File: config.mk
export PLATFORM = sky130hd
export DESIGN_NAME = slc3_input_conditioner
export DESIGN_NICKNAME = d
export VERILOG_FILES = /design/src/rtl/slc3_io_pkg.sv /design/src/rtl/slc3_input_conditioner_channel.sv /design/src/rtl/slc3_input_conditioner.sv
export SDC_FILE = /design/constraint.sdc
export NUM_CORES = 1
export LEC_CHECK = 0
export ABC_AREA = 1
export BUFFER_PORTS_ARGS = -buffer_cell sky130_fd_sc_hd__buf_2
export CAP_MARGIN = 10
export CELL_PAD_IN_SITES_DETAIL_PLACEMENT = 0
export CELL_PAD_IN_SITES_GLOBAL_PLACEMENT = 1
export CORE_MARGIN = 1.5
export CORE_UTILIZATION = 47
export CTS_BUF_LIST = sky130_fd_sc_hd__clkbuf_4 sky130_fd_sc_hd__clkbuf_8 sky130_fd_sc_hd__clkbuf_16
export DETAILED_ROUTE_END_ITERATION = 10
export PLACE_DENSITY_LB_ADDON = 0.1
export SETUP_SLACK_MARGIN = 0.02
export SLEW_MARGIN = 20
export SYNTH_ARGS = -nofsm -noshare
export SYNTH_HDL_FRONTEND = slang
export SYNTH_HIERARCHICAL = 1
export SYNTH_SLANG_ARGS = --single-unit
File: constraint.sdc
create_clock -name Clk -period 4 [get_ports Clk]
set_input_delay 0.6 -clock Clk [delete_from_list [all_inputs] [get_ports Clk]]
set_output_delay 0.6 -clock Clk [all_outputs]
set_load 0.02 [all_outputs]
File: src/rtl/slc3_io_pkg.sv
// slc3_io_pkg: shared channel state encoding and button index names for the SLC-3 input front-end
package slc3_io_pkg;
  typedef enum logic [1:0] {IDLE_LOW, WAIT_HIGH, IDLE_HIGH, WAIT_LOW} btn_state_t;
  localparam int BTN_RUN      = 0;
  localparam int BTN_CONTINUE = 1;
endpackage

File: src/rtl/slc3_input_conditioner_channel.sv
// debounce_channel: 2-FF synchroniser, debounce FSM with stability counter, registered level and edge pulses
module debounce_channel
  import slc3_io_pkg::*;
#(
  parameter int D = 100000
) (
  input  logic clk,
  input  logic rst_n,
  input  logic raw,
  output logic level,
  output logic press,
  output logic fall
);
  localparam int CW = $clog2(D);
  localparam logic [CW-1:0] CMAX = CW'(D - 1);
  logic meta_q, s_q;
  btn_state_t state_q, state_d;
  logic [CW-1:0] cnt_q, cnt_d;
  logic level_q, level_d, press_q, press_d, fall_q, fall_d;
  always_comb begin
    state_d = state_q;
    cnt_d   = cnt_q;
    level_d = level_q;
    press_d = 1'b0;
    fall_d  = 1'b0;
    case (state_q)
      IDLE_LOW: begin
        state_d = s_q ? WAIT_HIGH : IDLE_LOW;
        cnt_d   = CW'(s_q);
      end
      WAIT_HIGH: begin
        if (!s_q) begin
          state_d = IDLE_LOW;
          cnt_d   = '0;
        end else if (cnt_q == CMAX) begin
          state_d = IDLE_HIGH;
          cnt_d   = '0;
          level_d = 1'b1;
          press_d = 1'b1;
        end else cnt_d = cnt_q + 1'b1;
      end
      IDLE_HIGH: begin
        state_d = s_q ? IDLE_HIGH : WAIT_LOW;
        cnt_d   = CW'(!s_q);
      end
      WAIT_LOW: begin
        if (s_q) begin
          state_d = IDLE_HIGH;
          cnt_d   = '0;
        end else if (cnt_q == CMAX) begin
          state_d = IDLE_LOW;
          cnt_d   = '0;
          level_d = 1'b0;
          fall_d  = 1'b1;
        end else cnt_d = cnt_q + 1'b1;
      end
      default: state_d = IDLE_LOW;
    endcase
  end
  always_ff @(posedge clk or negedge rst_n) begin
    if (!rst_n) begin
      meta_q  <= 1'b0;
      s_q     <= 1'b0;
      state_q <= IDLE_LOW;
      cnt_q   <= '0;
      level_q <= 1'b0;
      press_q <= 1'b0;
      fall_q  <= 1'b0;
    end else begin
      meta_q  <= raw;
      s_q     <= meta_q;
      state_q <= state_d;
      cnt_q   <= cnt_d;
      level_q <= level_d;
      press_q <= press_d;
      fall_q  <= fall_d;
    end
  end
  assign level = level_q;
  assign press = press_q;
  assign fall  = fall_q;
endmodule

File: src/rtl/slc3_input_conditioner.sv
// slc3_input_conditioner: debounces board buttons into one-shot Run/Continue events and synchronises switches
module slc3_input_conditioner
  import slc3_io_pkg::*;
#(
  parameter int NUM_BTN         = 2,
  parameter int SW_WIDTH        = 16,
  parameter int DEBOUNCE_CYCLES = 100000
) (
  input  logic                Clk,
  input  logic                Reset_n,
  input  logic [NUM_BTN-1:0]  btn_raw,
  input  logic [SW_WIDTH-1:0] sw_raw,
  output logic [NUM_BTN-1:0]  btn_level,
  output logic [NUM_BTN-1:0]  btn_press,
  output logic [NUM_BTN-1:0]  btn_release,
  output logic [SW_WIDTH-1:0] sw_sync
);
  logic [SW_WIDTH-1:0] sw_meta_q, sw_sync_q;
  for (genvar i = 0; i < NUM_BTN; i++) begin : g_btn
    debounce_channel #(.D(DEBOUNCE_CYCLES)) u_ch (
      .clk  (Clk),
      .rst_n(Reset_n),
      .raw  (btn_raw[i]),
      .level(btn_level[i]),
      .press(btn_press[i]),
      .fall (btn_release[i])
    );
  end
  // switches are levels the processor samples at will, so synchronise only
  always_ff @(posedge Clk or negedge Reset_n) begin
    if (!Reset_n) begin
      sw_meta_q <= '0;
      sw_sync_q <= '0;
    end else begin
      sw_meta_q <= sw_raw;
      sw_sync_q <= sw_meta_q;
    end
  end
  assign sw_sync = sw_sync_q;
endmodule

==> flow_summary.json, run 1 <==
{
  "worst_path_largest_cell_delay_ns": 0.42,
  "ioPinCount": 42,
  "internal_power_mw": 1.16,
  "initial_core_util_pct": 49.2,
  "p_leak_nw": 1.81,
  "area_delta_synth_final_pct": 15.2,
  "crit_required_ns": 4.26,
  "synth_top_cell_by_area": "dfrtp_1",
  "tns_ns": 0,
  "finalMaxSlewViolations": 0,
  "regArea_sq_mm": 0.00200,
  "grt_pass1_vias": 2192,
  "status": "complete, no violations",
  "diodes": 0,
  "syn-mean-instance-area_sq_um": 9.44,
  "dr.pass1.iters": 4,
  "die-height_microns": 87.8,
  "yosysUniqueCellTypes": 22,
  "setup_viol": 0,
  "synth_xor_area_share_pct": 4.66,
  "r2r_cells": 8,
  "fin_hold_ws_ns": 0.347,
  "cpMaxStageDelayCell": "dfrtp_1",
  "synth_compound_area_share_pct": 1.26,
  "power_frac_comb_pct": 5.2,
  "path_max_fanout": 17,
  "startpoint_type": "flip-flop",
  "regToRegSetupSlack_ns": 2.50,
  "clkLatencyLatePin_ns": 0.35,
  "critical_path_arrival_ns": 1.76,
  "io_buffers": 41,
  "drive_above_1_share_pct": 20.6,
  "preCtsSetupSlack_ns": 2.52,
  "fp.dieW_microns": 87.8,
  "antenna_left": 0,
  "postCtsSetupRepairBufs": 0,
  "postCtsHoldBufs": 0,
  "p_seq_share_pct": 54.9,
  "worst_pin_slew_ns": 0.964,
  "synth.yosys.seq_area_share_pct": 59.2,
  "grt_pass1_wl_mm": 10.4,
  "grt_max_degree": 81,
  "ys_ff_latch": 80,
  "path_clk_slew_ns": 0.09,
  "max_cap_violations": 0,
  "clock-sinks": 80,
  "drt-wirelength-per-cell_microns": 11.9,
  "hold_class": "in2reg",
  "drt_iter0_drc": 105,
  "p_sw_share_pct": 25.0,
  "cts_htree_levels": 3,
  "setup_slack_ns": 2.50,
  "place.gp.congestion": 0.824,
  "synth_top_family_by_area": "simple AND/OR/NAND/NOR gates",
  "netlist_instances": 358,
  "clock-root-buffer": "clkbuf_8",
  "cp.depth": 8,
  "r2r-end": "g_btn[1].u_ch/cnt_q[2]",
  "synthMuxAreaShare_pct": 0,
  "synthAdderAreaFrac_pct": 1.48,
  "cts_buffers": 9,
  "powerDensity_mw_per_mm2": 397,
  "critPathCapture": "g_btn[1].u_ch/cnt_q[2]",
  "antenna_found_initial": 0,
  "period_needed_ns": 1.50,
  "fillers": 610,
  "r2r-start": "g_btn[1].u_ch/cnt_q[0]",
  "syn_nets": 382,
  "endpoint_kind": "flip-flop",
  "ctsResizeCount": 0,
  "drc": 0,
  "coreArea_sq_mm": 0.00687,
  "synth_top_area_share_pct": 59.2,
  "multiInputGateArea_sq_mm": 0.00121,
  "path_common_cell": "nand2_2",
  "overflow": 0,
  "wirelength_mm": 6.07,
  "p_switching_uw": 387,
  "num_vias": 2368,
  "cts_tree": "built",
  "layout.nets": 432,
  "critical_path_class": "reg2reg",
  "cp_cell_sequence": "ha_1 > nand2_2 > clkinv_1 > nand2_2 > nor2_4 > nand2_2 > nand2_4 > nor3_1",
  "fmax_ghz": 0.667,
  "fp-row-count": 30,
  "max_slew_margin_pct": 35.7,
  "final_hold_viol_count": 0,
  "viasPerCell": 4.65,
  "critical_path_buf_inv_count": 1,
  "p_total_mw": 1.55,
  "synth_area_sq_mm": 0.00338,
  "vdd_drop_max_mv": 0.361,
  "synth.area.top_cells": "dfrtp_1 59%, nand2_1 8.0%, nor2_1 7.8%, xor2_1 4.7%, inv_1 3.6%",
  "grt_usage_pct": 17.8,
  "fin_crit_sh_pct": 37.5,
  "stdcell_count": 509,
  "dp_cells": 493,
  "die_area_sq_mm": 0.00771,
  "ys_warn_count": 6,
  "p_clk_share_pct": 39.9,
  "fin_skew_ns": 0.0103,
  "synth-simple-area-share_pct": 28.5,
  "clk_path_buf_depth": 2,
  "critical_path.top_delay_family": "simple AND/OR/NAND/NOR gates",
  "critPathLaunch": "g_btn[1].u_ch/cnt_q[0]",
  "grt_setup_unrepaired": "no",
  "dp_hpwl_mm": 4.28
}
## synth_stat cells
cell,count
nor2_4,4
nand3_1,22
nor3_1,10
nand2_4,2
a21oi_2,2
o21ai_0,2
ha_1,4
o21bai_1,2
nand2_1,72
nor2_1,70
xor2_1,18
nor2_2,2
nand3_2,2
buf_6,2
nand4_1,12
clkinv_1,2
inv_2,4
inv_1,32
nor3_2,2
nand2_2,10
and2_1,2
dfrtp_1,80
## registers in the layout, indices dropped and copies added, names as in the netlist, named ones only
register,cells
g_btn.u_ch/s_q,2
g_btn.u_ch/state_q,2
g_btn.u_ch/cnt_q,34
sw_sync,16
sw_meta_q,16
g_btn.u_ch/press,2
g_btn.u_ch/fall,2
g_btn.u_ch/meta_q,2
g_btn.u_ch/level,2
## stage by stage
| stage | util [%] | cell area (sq um) |
|---|---|---|
| detailed placement | 53.7 | 3690 |
| floorplan | - | 3380 |
| global placement | 53.7 | 3690 |
| CTS | 56.7 | 3890 |
| global route | 56.7 | 3890 |
| finish | 56.7 | 3890 |
## per-layer routing
layer	vias up	global-route usage, %	part of all wire, %
met5	-	0	0
met4	0	5.63	0.79
met3	6	6.60	6.3
met2	53	25.2	44
met1	1091	25.5	49
li1	1218	-	-
## how the worst min path moves through the flow
stage	startpoint	end	slack, ns	depth (start not counted)
after floorplan	Reset_n	asynchronous set/reset pin	0.30	0
after global placement	sw_meta_q[4]	sw_sync[4]	0.33	0
after detailed placement	sw_meta_q[14]	sw_sync[14]	0.33	0
after CTS	sw_raw[9]	sw_meta_q[9]	0.33	1
after global routing	sw_raw[9]	sw_meta_q[9]	0.32	1
final	sw_raw[9]	sw_meta_q[9]	0.35	1
## worst reg2reg max path, delay by kind of cell, from the launching register on
family                     cells  cell delay [ns]
and+or+nand+nor                6             0.65
buffers and inverters          1             0.09
DFF                            1             0.42
adders and majority gates      1             0.25
## final cells by class
class	count	area share [%]
Clock buffer	9	3.18
Sequential cell	80	51.4
Multi-Input combinational cell	238	31.2
Clock inverter	7	2.18
Timing Repair Buffer	41	5.33
Inverter	38	3.66
Tap cell	96	3.08
## cells by family (layout without fill, tap and decap cells)
kind of cell	after synthesis	after routing
xor+xnor	18	18
compound gates	6	6
buf+inv	40	95
flops	80	80
simple gates	210	210
fa+ha+maj	4	4
## power groups by stage
stage               registers, mW  clock network (mW)  logic (mW)
detailed placement          0.864                   0      0.0830
floorplan                   0.873                   0      0.0336
global route                0.851               0.680      0.0922
finish                      0.848               0.616      0.0809
CTS                         0.849               0.643      0.0835
global placement            0.863                   0      0.0829
## cell usage in the layout (no fill, tap or decap), types with 2 or more instances in the layout
cell type | synthesis | layout
dfrtp_1 | 80 | 80
nand2_1 | 72 | 72
nor2_1 | 70 | 70
buf_2 | 0 | 40
inv_1 | 32 | 32
nand3_1 | 22 | 22
xor2_1 | 18 | 18
nand4_1 | 12 | 12
nand2_2 | 10 | 10
nor3_1 | 10 | 10
clkbuf_8 | 0 | 9
nor2_4 | 4 | 4
inv_2 | 4 | 4
ha_1 | 4 | 4
inv_6 | 0 | 2
clkinvlp_4 | 0 | 2
inv_8 | 0 | 2
clkinv_1 | 2 | 2
a21oi_2 | 2 | 2
nand2_4 | 2 | 2
and2_1 | 2 | 2
nand3_2 | 2 | 2
nor3_2 | 2 | 2
o21ai_0 | 2 | 2
nor2_2 | 2 | 2
o21bai_1 | 2 | 2
Power figures use the tool's default switching activity.
==> inputs of run 2 (changes only) <==
--- a/config.mk
+++ b/config.mk
@@ -11,7 +11,7 @@
 export CELL_PAD_IN_SITES_DETAIL_PLACEMENT = 0
 export CELL_PAD_IN_SITES_GLOBAL_PLACEMENT = 1
 export CORE_MARGIN = 1.5
-export CORE_UTILIZATION = 47
+export CORE_UTILIZATION = 44
 export CTS_BUF_LIST = sky130_fd_sc_hd__clkbuf_4 sky130_fd_sc_hd__clkbuf_8 sky130_fd_sc_hd__clkbuf_16
 export DETAILED_ROUTE_END_ITERATION = 10
 export PLACE_DENSITY_LB_ADDON = 0.1
==> constraint.sdc (replaced) <==
create_clock -name Clk -period 1.5 [get_ports Clk]
set_input_delay 0.225 -clock Clk [delete_from_list [all_inputs] [get_ports Clk]]
set_output_delay 0.225 -clock Clk [all_outputs]
set_load 0.02 [all_outputs]
==> run 2 against run 1 <==
Net effect: routed wire length up 7.5%; flip-flop and latch count unchanged; count of clock-buffer cells in the layout up 1; via count up 5.6%; critical path depth unchanged; power rose to 2.6 times the previous value; largest power group unchanged.
==> flow_summary.json, run 2 (same netlist as run 1, synthesis figures left out) <==
{
  "worst_pin_slew_ns": 0.315,
  "path_clk_slew_ns": 0.08,
  "drc": 0,
  "period_needed_ns": 1.40,
  "dpl_cell_area_sq_mm": 0.00376,
  "setup_viol": 0,
  "fmax_ghz": 0.715,
  "viasPerCell": 4.62,
  "clock-sinks": 80,
  "wirelength_mm": 6.53,
  "fillers": 663,
  "path_common_cell": "nand2_2",
  "status": "complete, no violations",
  "fin_crit_sh_pct": 93.3,
  "finalMaxSlewViolations": 0,
  "setup_slack_ns": 0.101,
  "grt_max_degree": 35,
  "fp.dieW_microns": 90.7,
  "largest_register_ffs": 34,
  "fp-row-count": 31,
  "antenna_left": 0,
  "dr.pass1.iters": 4,
  "final_common_cell": "dfrtp_1",
  "critical_path.top_delay_family": "simple AND/OR/NAND/NOR gates",
  "vdd_drop_max_mv": 0.764,
  "powerDensity_mw_per_mm2": 959,
  "final_util_pct": 57.6,
  "hold_class": "in2async",
  "cts_htree_levels": 3,
  "diodes": 0,
  "drt-wirelength-per-cell_microns": 12.1,
  "final_hold_viol_count": 0,
  "cts_tree": "built",
  "max_slew_margin_pct": 79.0,
  "r2r-end": "g_btn[1].u_ch/cnt_q[2]",
  "largest-register": "g_btn.u_ch/cnt_q",
  "max_cap_violations": 0,
  "io_buffers": 41,
  "regToRegSetupSlack_ns": 0.10,
  "endpoint_kind": "flip-flop",
  "initial_core_util_pct": 46.1,
  "critical_path_buf_inv_count": 1,
  "critical_path_class": "reg2reg",
  "cp_cell_sequence": "ha_1 > nand2_2 > clkinv_1 > nand2_2 > nor2_4 > nand2_4 > nand2_8 > nor3_2",
  "layout.nets": 461,
  "clkLatencyLatePin_ns": 0.34,
  "cp.depth": 8,
  "critPathLaunch": "g_btn[1].u_ch/cnt_q[0]",
  "grt_pass1_wl_mm": 11.3,
  "die_area_sq_mm": 0.00822,
  "clock-root-buffer": "clkbuf_8",
  "stdcell_count": 541,
  "grt_pass1_vias": 2498,
  "grt_usage_pct": 17.4,
  "layout_common_cells": "80 x dfrtp_1, 72 x nand2_1, 69 x nor2_1",
  "drive_above_1_share_pct": 22.6,
  "fin_area_sq_mm": 0.00422,
  "tns_ns": 0,
  "critPathCapture": "g_btn[1].u_ch/cnt_q[2]",
  "num_vias": 2501,
  "antenna_found_initial": 0,
  "dp_hpwl_mm": 4.37,
  "r2r-start": "g_btn[1].u_ch/cnt_q[0]",
  "p_leak_nw": 1.97,
  "startpoint_type": "flip-flop",
  "fin_skew_ns": 0.0114,
  "dp_cells": 502,
  "clk_path_buf_depth": 2,
  "worst_path_largest_cell_delay_ns": 0.38,
  "cts_buffers": 9,
  "place.gp.congestion": 0.827,
  "drt_iter0_drc": 119,
  "path_max_fanout": 9,
  "die-height_microns": 90.7,
  "p_total_mw": 4.05,
  "preCtsSetupSlack_ns": 0.0272,
  "ioPinCount": 42,
  "fin_hold_ws_ns": 0.312,
  "r2r_cells": 8,
  "cpMaxStageDelayCell": "dfrtp_1",
  "critical_path_arrival_ns": 1.65,
  "coreArea_sq_mm": 0.00733,
  "area_delta_synth_final_pct": 24.9,
  "crit_required_ns": 1.75,
  "overflow": 0
}
## run 2: repair_timing
action,in CTS,in global routing
endpoints found under the hold margin,38,0
buffers inserted,0,3
pin swaps,0,0
gates resized for setup,1,11
cloned,0,1
setup endpoints to repair,1,28
hold buffers,19,0
## run 2: per-layer routing
metal,GRT usage [%],wire length (microns),up-vias
met5,0,0,-
met4,5.95,63,0
met3,5.05,307,6
met2,25.9,2930,50
met1,24.2,3230,1164
li1,-,-,1281
## run 2: final cells by class
type / count / area, sq um / area share (%)
inverter: 38 / 143 / 3.38
clock inverter: 6 / 48.8 / 1.16
sequential: 80 / 2000 / 47.4
timing repair buffer: 69 / 490 / 11.6
multi-input combinational: 239 / 1280 / 30.3
clock buffer: 10 / 138 / 3.26
tap: 99 / 124 / 2.93
## run 2: worst min-delay path by stage
stage,start,to,slack (ns),depth (start not counted)
6_report,Reset_n,g_btn[1].u_ch/level,0.31,2
5_1_grt,Reset_n,g_btn[1].u_ch/level,0.32,2
4_1_cts,Reset_n,g_btn[1].u_ch/level,0.31,2
3_5_place_dp,Reset_n,g_btn[1].u_ch/level,0.14,1
3_3_place_gp,Reset_n,g_btn[1].u_ch/level,0.14,1
2_1_floorplan,Reset_n,asynchronous set/reset pin,-0.07,0
## run 2: report_power, final
group          total (mW)  switching (mW)  internal [mW]
Combinational       0.325           0.193          0.132
Sequential           2.26          0.0299           2.23
Clock                1.47           0.806          0.663
Total                4.05            1.03           3.02
